--- config.mk ---
export PLATFORM = sky130hd
export DESIGN_NAME = demo_slave_responder_flat
export DESIGN_NICKNAME = d
export VERILOG_FILES = /design/src/rtl/demo_slave_responder_pkg.sv /design/src/rtl/demo_slave_responder_if.sv /design/src/rtl/demo_slave_responder_bram.sv /design/src/rtl/demo_slave_responder.sv /design/src/flat_wrapper.sv
export SDC_FILE = /design/constraint.sdc
export NUM_CORES = 1
export LEC_CHECK = 0
export CORE_ASPECT_RATIO = 1.4
export CORE_MARGIN = 4
export CORE_UTILIZATION = 40
export CTS_CLUSTER_DIAMETER = 40
export DETAILED_ROUTE_END_ITERATION = 7
export GPL_TIMING_DRIVEN = 1
export MAX_ROUTING_LAYER = met4
export PLACE_DENSITY = 0.56
export SLEW_MARGIN = 20
export SYNTH_ARGS = -nofsm -noshare
export SYNTH_HDL_FRONTEND = slang
export SYNTH_SLANG_ARGS = --single-unit
--- constraint.sdc ---
create_clock -name clk -period 5.15 [get_ports clk]
set_input_delay 1.03 -clock clk [delete_from_list [all_inputs] [get_ports clk]]
set_output_delay 1.03 -clock clk [all_outputs]
set_load 0.1 [all_outputs]
--- src/rtl/demo_slave_responder_pkg.sv ---
// Shared constants and types for the demo-bus slave responder:
// request mode encoding, FSM state encodings and the latched request flags.
`timescale 1ns/1ps
package demo_slave_responder_pkg;

    localparam logic MODE_READ  = 1'b0;
    localparam logic MODE_WRITE = 1'b1;

    localparam int WAIT_CNT_WIDTH = 4;

    typedef logic [2:0] state_t;

    localparam state_t ST_IDLE   = 3'd0;
    localparam state_t ST_WAIT   = 3'd1;
    localparam state_t ST_ACCESS = 3'd2;
    localparam state_t ST_RDATA  = 3'd3;
    localparam state_t ST_RESP   = 3'd4;

    typedef struct packed {
        logic mode;
        logic in_range;
    } req_flags_t;

endpackage

--- src/rtl/demo_slave_responder_if.sv ---
// Request/response handshake between a demo-bus slave port and its device-side
// responder; the responder takes the slave modport.
`timescale 1ns/1ps
interface demo_slave_responder_if #(
    parameter int ADDR_WIDTH = 16,
    parameter int DATA_WIDTH = 8
) ();

    logic                  req_valid;
    logic                  req_mode;
    logic [ADDR_WIDTH-1:0] req_addr;
    logic [DATA_WIDTH-1:0] req_wdata;
    logic                  req_ready;
    logic                  rsp_valid;
    logic [DATA_WIDTH-1:0] rsp_rdata;
    logic                  rsp_err;

    modport slave (
        input  req_valid, req_mode, req_addr, req_wdata,
        output req_ready, rsp_valid, rsp_rdata, rsp_err
    );

    modport master (
        output req_valid, req_mode, req_addr, req_wdata,
        input  req_ready, rsp_valid, rsp_rdata, rsp_err
    );

endinterface

--- src/rtl/demo_slave_responder_bram.sv ---
// Inferred single-port synchronous RAM with one-cycle read latency; port names
// follow the vendor BRAM macro so it can be swapped in directly.
`timescale 1ns/1ps
module slave_bram_sp
    import demo_slave_responder_pkg::*;
#(
    parameter int DATA_WIDTH = 8,
    parameter int ADDR_WIDTH = 5
) (
    input  logic                  clock,
    input  logic [ADDR_WIDTH-1:0] address,
    input  logic [DATA_WIDTH-1:0] data,
    input  logic                  wren,
    output logic [DATA_WIDTH-1:0] q
);

    logic [DATA_WIDTH-1:0] mem [2**ADDR_WIDTH];

    always_ff @(posedge clock) begin
        if (wren) begin
            mem[address] <= data;
        end
        q <= mem[address];
    end

endmodule

--- src/rtl/demo_slave_responder.sv ---
// Device-side responder: services one demo-bus request at a time from a local
// single-port RAM, with optional wait states and completed-transaction counters.
`timescale 1ns/1ps
module demo_slave_responder
    import demo_slave_responder_pkg::*;
#(
    parameter int                    ADDR_WIDTH     = 16,
    parameter int                    DATA_WIDTH     = 8,
    parameter int                    MEM_ADDR_WIDTH = 5,
    parameter logic [ADDR_WIDTH-1:0] BASE_ADDR      = 'h1000,
    parameter int                    WAIT_CYCLES    = 0,
    parameter logic [DATA_WIDTH-1:0] ERR_DATA       = 'hEE,
    parameter int                    CNT_WIDTH      = 16
) (
    input  logic                 clk,
    input  logic                 rstn,
    demo_slave_responder_if.slave bus,
    output logic [CNT_WIDTH-1:0] wr_count,
    output logic [CNT_WIDTH-1:0] rd_count,
    output logic [CNT_WIDTH-1:0] err_count
);

    localparam logic [WAIT_CNT_WIDTH-1:0] WAIT_LOAD =
        (WAIT_CYCLES > 0) ? WAIT_CNT_WIDTH'(WAIT_CYCLES - 1) : '0;

    state_t                    state_q, state_d;
    req_flags_t                flags_q, flags_d;
    logic [MEM_ADDR_WIDTH-1:0] idx_q, idx_d;
    logic [DATA_WIDTH-1:0]     wdata_q, wdata_d;
    logic [WAIT_CNT_WIDTH-1:0] wait_cnt_q, wait_cnt_d;
    logic [DATA_WIDTH-1:0]     rdata_q, rdata_d;
    logic [CNT_WIDTH-1:0]      wr_cnt_q, wr_cnt_d;
    logic [CNT_WIDTH-1:0]      rd_cnt_q, rd_cnt_d;
    logic [CNT_WIDTH-1:0]      err_cnt_q, err_cnt_d;

    logic [ADDR_WIDTH-1:0]     req_offset;
    logic                      req_in_range;
    logic                      mem_wren;
    logic [DATA_WIDTH-1:0]     mem_q;

    // Once the address is at or above the base, the offset cannot wrap, so a
    // zero upper slice means it falls inside the memory window.
    assign req_offset   = bus.req_addr - BASE_ADDR;
    assign req_in_range = (bus.req_addr >= BASE_ADDR) &&
                          (req_offset[ADDR_WIDTH-1:MEM_ADDR_WIDTH] == '0);

    assign mem_wren = (state_q == ST_ACCESS) && flags_q.in_range &&
                      (flags_q.mode == MODE_WRITE);

    slave_bram_sp #(
        .DATA_WIDTH (DATA_WIDTH),
        .ADDR_WIDTH (MEM_ADDR_WIDTH)
    ) u_bram (
        .clock   (clk),
        .address (idx_q),
        .data    (wdata_q),
        .wren    (mem_wren),
        .q       (mem_q)
    );

    always_comb begin
        state_d    = state_q;
        flags_d    = flags_q;
        idx_d      = idx_q;
        wdata_d    = wdata_q;
        wait_cnt_d = wait_cnt_q;
        rdata_d    = rdata_q;
        wr_cnt_d   = wr_cnt_q;
        rd_cnt_d   = rd_cnt_q;
        err_cnt_d  = err_cnt_q;
        case (state_q)
            ST_IDLE: begin
                if (bus.req_valid) begin
                    flags_d.mode     = bus.req_mode;
                    flags_d.in_range = req_in_range;
                    idx_d            = req_offset[MEM_ADDR_WIDTH-1:0];
                    wdata_d          = bus.req_wdata;
                    wait_cnt_d       = WAIT_LOAD;
                    state_d          = (WAIT_CYCLES > 0) ? ST_WAIT : ST_ACCESS;
                end
            end
            ST_WAIT: begin
                if (wait_cnt_q == '0) begin
                    state_d = ST_ACCESS;
                end else begin
                    wait_cnt_d = wait_cnt_q - WAIT_CNT_WIDTH'(1);
                end
            end
            ST_ACCESS: begin
                if (!flags_q.in_range) begin
                    if (flags_q.mode == MODE_READ) begin
                        rdata_d = ERR_DATA;
                    end
                    state_d = ST_RESP;
                end else if (flags_q.mode == MODE_WRITE) begin
                    state_d = ST_RESP;
                end else begin
                    state_d = ST_RDATA;
                end
            end
            ST_RDATA: begin
                rdata_d = mem_q;
                state_d = ST_RESP;
            end
            ST_RESP: begin
                if (!flags_q.in_range) begin
                    err_cnt_d = err_cnt_q + CNT_WIDTH'(1);
                end else if (flags_q.mode == MODE_WRITE) begin
                    wr_cnt_d = wr_cnt_q + CNT_WIDTH'(1);
                end else begin
                    rd_cnt_d = rd_cnt_q + CNT_WIDTH'(1);
                end
                state_d = ST_IDLE;
            end
            default: begin
                state_d = ST_IDLE;
            end
        endcase
    end

    always_ff @(posedge clk) begin
        if (!rstn) begin
            state_q    <= ST_IDLE;
            flags_q    <= '0;
            idx_q      <= '0;
            wdata_q    <= '0;
            wait_cnt_q <= '0;
            rdata_q    <= '0;
            wr_cnt_q   <= '0;
            rd_cnt_q   <= '0;
            err_cnt_q  <= '0;
        end else begin
            state_q    <= state_d;
            flags_q    <= flags_d;
            idx_q      <= idx_d;
            wdata_q    <= wdata_d;
            wait_cnt_q <= wait_cnt_d;
            rdata_q    <= rdata_d;
            wr_cnt_q   <= wr_cnt_d;
            rd_cnt_q   <= rd_cnt_d;
            err_cnt_q  <= err_cnt_d;
        end
    end

    assign bus.req_ready = (state_q == ST_IDLE);
    assign bus.rsp_valid = (state_q == ST_RESP);
    assign bus.rsp_err   = (state_q == ST_RESP) && !flags_q.in_range;
    assign bus.rsp_rdata = rdata_q;

    assign wr_count  = wr_cnt_q;
    assign rd_count  = rd_cnt_q;
    assign err_count = err_cnt_q;

endmodule

--- src/flat_wrapper.sv ---
// flat-port wrapper written by rule: the top's interface ports become plain ports
module demo_slave_responder_flat import demo_slave_responder_pkg::*;
#(
    parameter int                    ADDR_WIDTH     = 16,
    parameter int                    DATA_WIDTH     = 8,
    parameter int                    MEM_ADDR_WIDTH = 5,
    parameter logic [ADDR_WIDTH-1:0] BASE_ADDR      = 'h1000,
    parameter int                    WAIT_CYCLES    = 0,
    parameter logic [DATA_WIDTH-1:0] ERR_DATA       = 'hEE,
    parameter int                    CNT_WIDTH      = 16
)
  (clk, rstn, wr_count, rd_count, err_count, bus_req_valid, bus_req_mode, bus_req_addr, bus_req_wdata, bus_req_ready, bus_rsp_valid, bus_rsp_rdata, bus_rsp_err);
  demo_slave_responder_if #(.ADDR_WIDTH(ADDR_WIDTH), .DATA_WIDTH(DATA_WIDTH)) bus_i ();
  input  logic clk;
  input  logic rstn;
  output logic [CNT_WIDTH-1:0] wr_count;
  output logic [CNT_WIDTH-1:0] rd_count;
  output logic [CNT_WIDTH-1:0] err_count;
  input wire logic [$bits(bus_i.req_valid)-1:0] bus_req_valid;
  input wire logic [$bits(bus_i.req_mode)-1:0] bus_req_mode;
  input wire logic [$bits(bus_i.req_addr)-1:0] bus_req_addr;
  input wire logic [$bits(bus_i.req_wdata)-1:0] bus_req_wdata;
  output wire logic [$bits(bus_i.req_ready)-1:0] bus_req_ready;
  output wire logic [$bits(bus_i.rsp_valid)-1:0] bus_rsp_valid;
  output wire logic [$bits(bus_i.rsp_rdata)-1:0] bus_rsp_rdata;
  output wire logic [$bits(bus_i.rsp_err)-1:0] bus_rsp_err;
  assign bus_i.req_valid = bus_req_valid;
  assign bus_i.req_mode = bus_req_mode;
  assign bus_i.req_addr = bus_req_addr;
  assign bus_i.req_wdata = bus_req_wdata;
  assign bus_req_ready = bus_i.req_ready;
  assign bus_rsp_valid = bus_i.rsp_valid;
  assign bus_rsp_rdata = bus_i.rsp_rdata;
  assign bus_rsp_err = bus_i.rsp_err;
  demo_slave_responder #(.ADDR_WIDTH(ADDR_WIDTH), .DATA_WIDTH(DATA_WIDTH), .MEM_ADDR_WIDTH(MEM_ADDR_WIDTH), .BASE_ADDR(BASE_ADDR), .WAIT_CYCLES(WAIT_CYCLES), .ERR_DATA(ERR_DATA), .CNT_WIDTH(CNT_WIDTH)) u_core (.clk(clk), .rstn(rstn), .bus(bus_i), .wr_count(wr_count), .rd_count(rd_count), .err_count(err_count));
endmodule
==> results.md, run 1 <==
- Initial Utilization: 40.69%
- Syn Area/Cell: 13.91 um^2
- Fin crit share: 78.17%
- Synth Flop Type: edfxtp_1
- Die area: 0.03704 mm^2
- CTS Buf Count: 39
- PD cells: 382.8 mW/mm^2
- Worst-Skew Late Latency: 0.55 ns
- Hold_buf cts: 0
- Commonest non-fill, non-tap cell in the layout: edfxtp_1
- First-pass GRT wire length: 51680 um
- Synthesized cell area: 0.01359 mm^2
- CP startpoint: u_core.state_q[2]$_SDFFE_PN0P_
- Max Slew Vio Count: 0
- Share of layout cells above drive strength 1: 9.725%
- Hold Fails Final Rpt: 0
- Post-Syn Instances: 977
- Largest net degree at the start of global routing: 89
- DRT iter0 DRCs: 753
- Crit path kind: reg2out
- Boundary Pins: 87
- Final HPWL DP: 22610 um
- Reg2Reg Launch Point: u_core.idx_q[0]$_SDFFE_PN0P_
- Hold WS: 0.4715 ns
- Ys Warns: 0
- Routed via count: 8426
- DRT Wirelength: 34920 um
- TritonCTS clock tree: built
- Final Total Pwr: 0.006213 W
- CP Launch Type: register
- Synthesized net count: 1011
- Htree depth: 2
- Hold Path Depth: 2
- Chip height: 226.1 um
- Vias in the first global route: 8201
- Status: finished clean
- FFs w/ async S/R, synth: 0%
- Total grt overflow: 0
- Min-Delay Startpoint: u_core.wr_count[15]$_SDFFE_PN0P_
- Initial antenna violation count: 0
- Fin util: 48.58%
- Final Net Count: 1094
- Critical path data arrival time: 3.00 ns
- Row count: 79
- Drt drc: 0
- Post-synth cell types: 51
- N_diodes: 0
- Finish-stage setup viols: 0
- DR WL/cell: 22.75 um
- Antenna viol nets, final: 0
- CP Data Required Time: 4.12 ns
- Fmax: 248.4 MHz
- Max-cap violation count: 0
- DIE WIDTH: 163.8 um
- Leakage Power: 5.249 nW
- CTS resizes: 0
- EDFF count, synth: 256
- Setup crit end kind: primary output
- Via density: 5.489
- Pre-antenna DRT Iters: 5
- Class of the worst hold path: reg2reg
- Final setup skew: 0.02986 ns
- Sequential cell area fraction in the yosys report: 69.22%
- End of the critical path: bus_rsp_valid
- R2r endpoint: u_core.u_bram.mem[24][0]$_DFFE_PP_
- Root Buffer: clkbuf_16
- RSZ-0062 raised after global routing: no
- CP Max Fanout: 11
- CTS clock-pin slew for the worst setup and hold paths: 0.06 ns
- Reg2reg setup slack: 2.22 ns
- Reg2reg path depth: 3
- I/O Buffers: 86
- Relative slew slack: 28.46%
- Setup_tns: 0 ns
- Area Overhead vs Synth: 19.40%
- Clock sink total: 342
- Clock buffer depth: 3
- Fin crit period: 4.026 ns
- Commonest non-fill, non-tap cells in the layout: 256 x edfxtp_1, 132 x mux2i_1, 86 x clkdlybuf4s50_1
- Slew @ Worst Pin: 1.069 ns
- Post-synthesis register bit count: 342
- Global Route Usage Sum: 19.23%
- Core Box Area: 0.03341 mm^2
- Setup Buffers After CTS: 0
- GPL Wtd Cong: 0.8652
- Maximum VDD drop: 0.2739 mV
-- state kept, by name, summed over array words and instances (netlist names) --
signal,count
u_core.u_bram.mem,256
u_core.err_count,16
u_core.rd_count,16
u_core.wr_count,16
u_core.bus.rsp_rdata,8
u_core.u_bram.q,8
u_core.wdata_q,8
u_core.idx_q,5
u_core.wait_cnt_q,4
u_core.state_q,3
u_core.flags_q,2
-- Yosys cell counts, types with 11 or more instances --
cell	n	area share [%]
a21oi_1	37	1.4
clkbuf_1	40	1.1
dfxtp_1	86	13
edfxtp_1	256	57
mux2i_1	132	9.7
nand2_1	62	1.7
nand3_1	17	0.63
nand4_1	20	0.92
nor2_1	62	1.7
nor3_1	16	0.59
nor4_1	20	0.92
o21ai_0	14	0.52
o22ai_1	64	2.9
or3_1	11	0.51
xor2_1	16	1.0
-- metrics by stage --
stage	instances	setup WS [ns]	cell area (um^2)
after global placement	1464	1.736	14900
after floorplan	977	1.433	13590
after global routing	1535	1.019	16230
final	1535	1.124	16230
after detailed placement	1464	1.690	14900
after CTS	1535	1.110	16220
-- per-layer routing --
layer | share of wire [%] | global-route usage, %
met1 | 39 | 22.48
met5 | 0 | -
met4 | 3.9 | 7.661
met2 | 52 | 33.19
met3 | 5.2 | 3.013
-- critical path, stage by stage (launching register included) --
cell             delay [ns]
dfxtp_1                0.52
or3b_1                 0.45
inv_1                  0.28
clkdlybuf4s50_1        1.21
-- cells by family (layout without fill, tap and decap cells) --
| group | after synthesis | count (layout) | synth area share [%] |
|---|---|---|---|
| AO/OA/AOI/OAI | 136 | 136 | 6.176 |
| XOR/XNOR | 26 | 26 | 1.675 |
| adder cells (fa/ha/maj) | 6 | 6 | 0.5523 |
| buffers and inverters | 66 | 179 | 1.951 |
| flip-flops | 342 | 342 | 69.22 |
| multiplexers | 133 | 133 | 9.803 |
| AND/OR/NAND/NOR | 268 | 268 | 10.62 |
-- where the power goes --
group	total (W)	leakage [nW]	switching (W)	internal [W]
combinational	0.000357	1.43	0.000237	0.000120
sequential	0.00304	3.17	0.0000435	0.00300
clock	0.00282	0.650	0.00115	0.00167
-- how the worst min path moves through the flow --
stage / endpoint / slack [ns]
floorplan: u_core.bus.rsp_rdata[0]$_SDFFE_PN0P_ / 0.47
global placement: u_core.wr_count[15]$_SDFFE_PN0P_ / 0.46
detailed placement: u_core.wr_count[15]$_SDFFE_PN0P_ / 0.46
CTS: u_core.wr_count[15]$_SDFFE_PN0P_ / 0.47
global route: u_core.wr_count[15]$_SDFFE_PN0P_ / 0.50
finish: u_core.wr_count[15]$_SDFFE_PN0P_ / 0.47
-- cell type report --
| type | instances | area (um^2) |
|---|---|---|
| fillers | 2963 | 17180 |
| flip-flops and latches | 342 | 9413 |
| multi-input cells | 569 | 3935 |
| clock buffers | 44 | 1027 |
| repair buffers | 99 | 970.9 |
| well taps | 445 | 556.8 |
| clock inverters | 27 | 294.0 |
| inverters | 9 | 33.78 |
Power figures use the tool's default switching activity.
==> inputs of run 2 (changes only) <==
==> constraint.sdc (replaced) <==
create_clock -name clk -period 3.8 [get_ports clk]
set_input_delay 0.76 -clock clk [delete_from_list [all_inputs] [get_ports clk]]
set_output_delay 0.76 -clock clk [all_outputs]
set_load 0.1 [all_outputs]
==> results.md, run 2 (synthesis gave the netlist of run 1 again) <==
- Commonest non-fill, non-tap cells in the layout: 256 x edfxtp_1, 132 x mux2i_1, 84 x dfxtp_1
- Max Slew Vio Count: 0
- WP buf/inv: 1
- Initial Utilization: 40.69%
- Crit path kind: reg2out
- CTS resizes: 0
- CP Launch Type: register
- N_diodes: 0
- Max-cap violation count: 0
- Global Route Usage Sum: 19.22%
- Critical path data arrival time: 2.22 ns
- CP Data Required Time: 3.04 ns
- DRT iter0 DRCs: 791
- DIE WIDTH: 163.8 um
- Slowest CP cell: clkdlybuf4s50_1
- Clock sink total: 342
- Die area: 0.03704 mm^2
- Share of layout cells above drive strength 1: 9.954%
- Fin crit share: 78.43%
- Clock buffer depth: 3
- Max Used Layer: met4
- Root Buffer: clkbuf_16
- Largest net degree at the start of global routing: 44
- Area Overhead vs Synth: 18.89%
- PD cells: 504.7 mW/mm^2
- Met3 routed WL: 1793 um
- Hold Fails Final Rpt: 0
- Critical path's top delay family: buffers and inverters
- Finish-stage setup viols: 0
- Top reg by flops: u_core.u_bram.mem
- Met2 routed WL: 18500 um
- Fin crit period: 2.980 ns
- Fraction of power consumed by sequential logic: 50.6%
- Hold_buf cts: 0
- Maximum VDD drop: 0.2489 mV
- Setup Buffers After CTS: 0
- Routed via count: 8424
- Vias in the first global route: 8243
- Initial antenna violation count: 0
- Status: finished clean
- Class of the worst hold path: reg2reg
- Met1 WL: 13320 um
- Cell-internal power: 0.006223 W
- Core Box Area: 0.03341 mm^2
- P_sw: 0.001933 W
- Commonest non-fill, non-tap cell in the layout: edfxtp_1
- CP peak stage delay: 1.21 ns
- Slew @ Worst Pin: 1.021 ns
- Via density: 5.470
- CTS clock-pin slew for the worst setup and hold paths: 0.06 ns
- Antenna viol nets, final: 0
- Final HPWL DP: 23400 um
- Crit-path cells: clkdlybuf4s50_1
- Worst-Skew Late Latency: 0.54 ns
- DR WL/cell: 22.55 um
- Final setup skew: 0.01674 ns
- Pre-antenna DRT Iters: 5
- Flip-flop count of the largest register after layout: 256
- Setup crit end kind: primary output
- Htree depth: 2
- First-pass GRT wire length: 51810 um
- Combinational share of power: 6.0%
- CP Max Fanout: 8
- DRT Wirelength: 34730 um
- Boundary Pins: 87
- Final Net Count: 1099
- TritonCTS clock tree: built
- CTS Buf Count: 39
- Fmax: 335.5 MHz
- Switching share of power: 23.70%
- Drt drc: 0
- I/O Buffers: 86
- Leakage Power: 5.229 nW
- Relative slew slack: 31.71%
- Clk pwr share: 43.4%
- Row count: 79
- GPL Wtd Cong: 0.9237
- RSZ-0062 raised after global routing: no
- Final Total Pwr: 0.008156 W
- Total grt overflow: 0
- Setup_tns: 0 ns
- Chip height: 226.1 um
## run 2: area by class of cell
type / instances / area [um^2]
clock inverters: 27 / 210.2
repair buffers: 104 / 1026
well taps: 445 / 556.8
fillers: 2967 / 17250
clock buffers: 44 / 994.7
flip-flops and latches: 342 / 9414
multi-input cells: 569 / 3925
inverters: 9 / 33.78
## run 2: final timing paths
| kind | from | endpoint | slack [ns] | cells after the start |
|---|---|---|---|---|
| max reg2reg | u_core.flags_q[0]$_SDFFE_PN0P_ | u_core.u_bram.mem[19][1]$_DFFE_PP_ | 1.12 | 4 |
| max | u_core.err_count[2]$_SDFFE_PN0P_ | err_count[2] | 0.82 | 1 |
| min | u_core.rd_count[15]$_SDFFE_PN0P_ | u_core.rd_count[15]$_SDFFE_PN0P_ | 0.48 | 2 |
| min reg2reg | u_core.rd_count[15]$_SDFFE_PN0P_ | u_core.rd_count[15]$_SDFFE_PN0P_ | 0.48 | 2 |
## run 2: worst reg2reg max path, stage by stage (launching register included)
cell,delay [ns]
dfxtp_1,0.51
nand2_1,0.18
nor3_1,0.33
nand3_1,0.47
nor2_1,0.82
## run 2: routing by layer
layer | global-route usage [%] | up-vias
met3 | 2.812 | 59
met2 | 34.57 | 260
met1 | 21.76 | 4175
met5 | - | -
li1 | - | 3930
met4 | 6.687 | 0
## run 2: per-stage QoR
stage | instance area, um^2 | hold slack, ns | util [%] | instances | setup slack [ns]
5_1_grt | 16160 | 0.5053 | 48.37 | 1540 | 0.7452
3_3_place_gp | 14960 | 0.4613 | 44.76 | 1469 | 0.9133
3_5_place_dp | 14960 | 0.4710 | 44.76 | 1469 | 0.8949
4_1_cts | 16160 | 0.4795 | 48.37 | 1540 | 0.7897
2_1_floorplan | 13590 | 0.4686 | - | 977 | 0.08284
6_report | 16160 | 0.4796 | 48.37 | 1540 | 0.8196
## run 2: power by group through the flow
stage               logic [W]  registers, W  clock network (W)
detailed placement   0.000492       0.00421                  0
global route         0.000514       0.00413            0.00378
finish               0.000489       0.00413            0.00354
CTS                  0.000493       0.00413            0.00363
floorplan            0.000261       0.00424                  0
global placement     0.000489       0.00420                  0
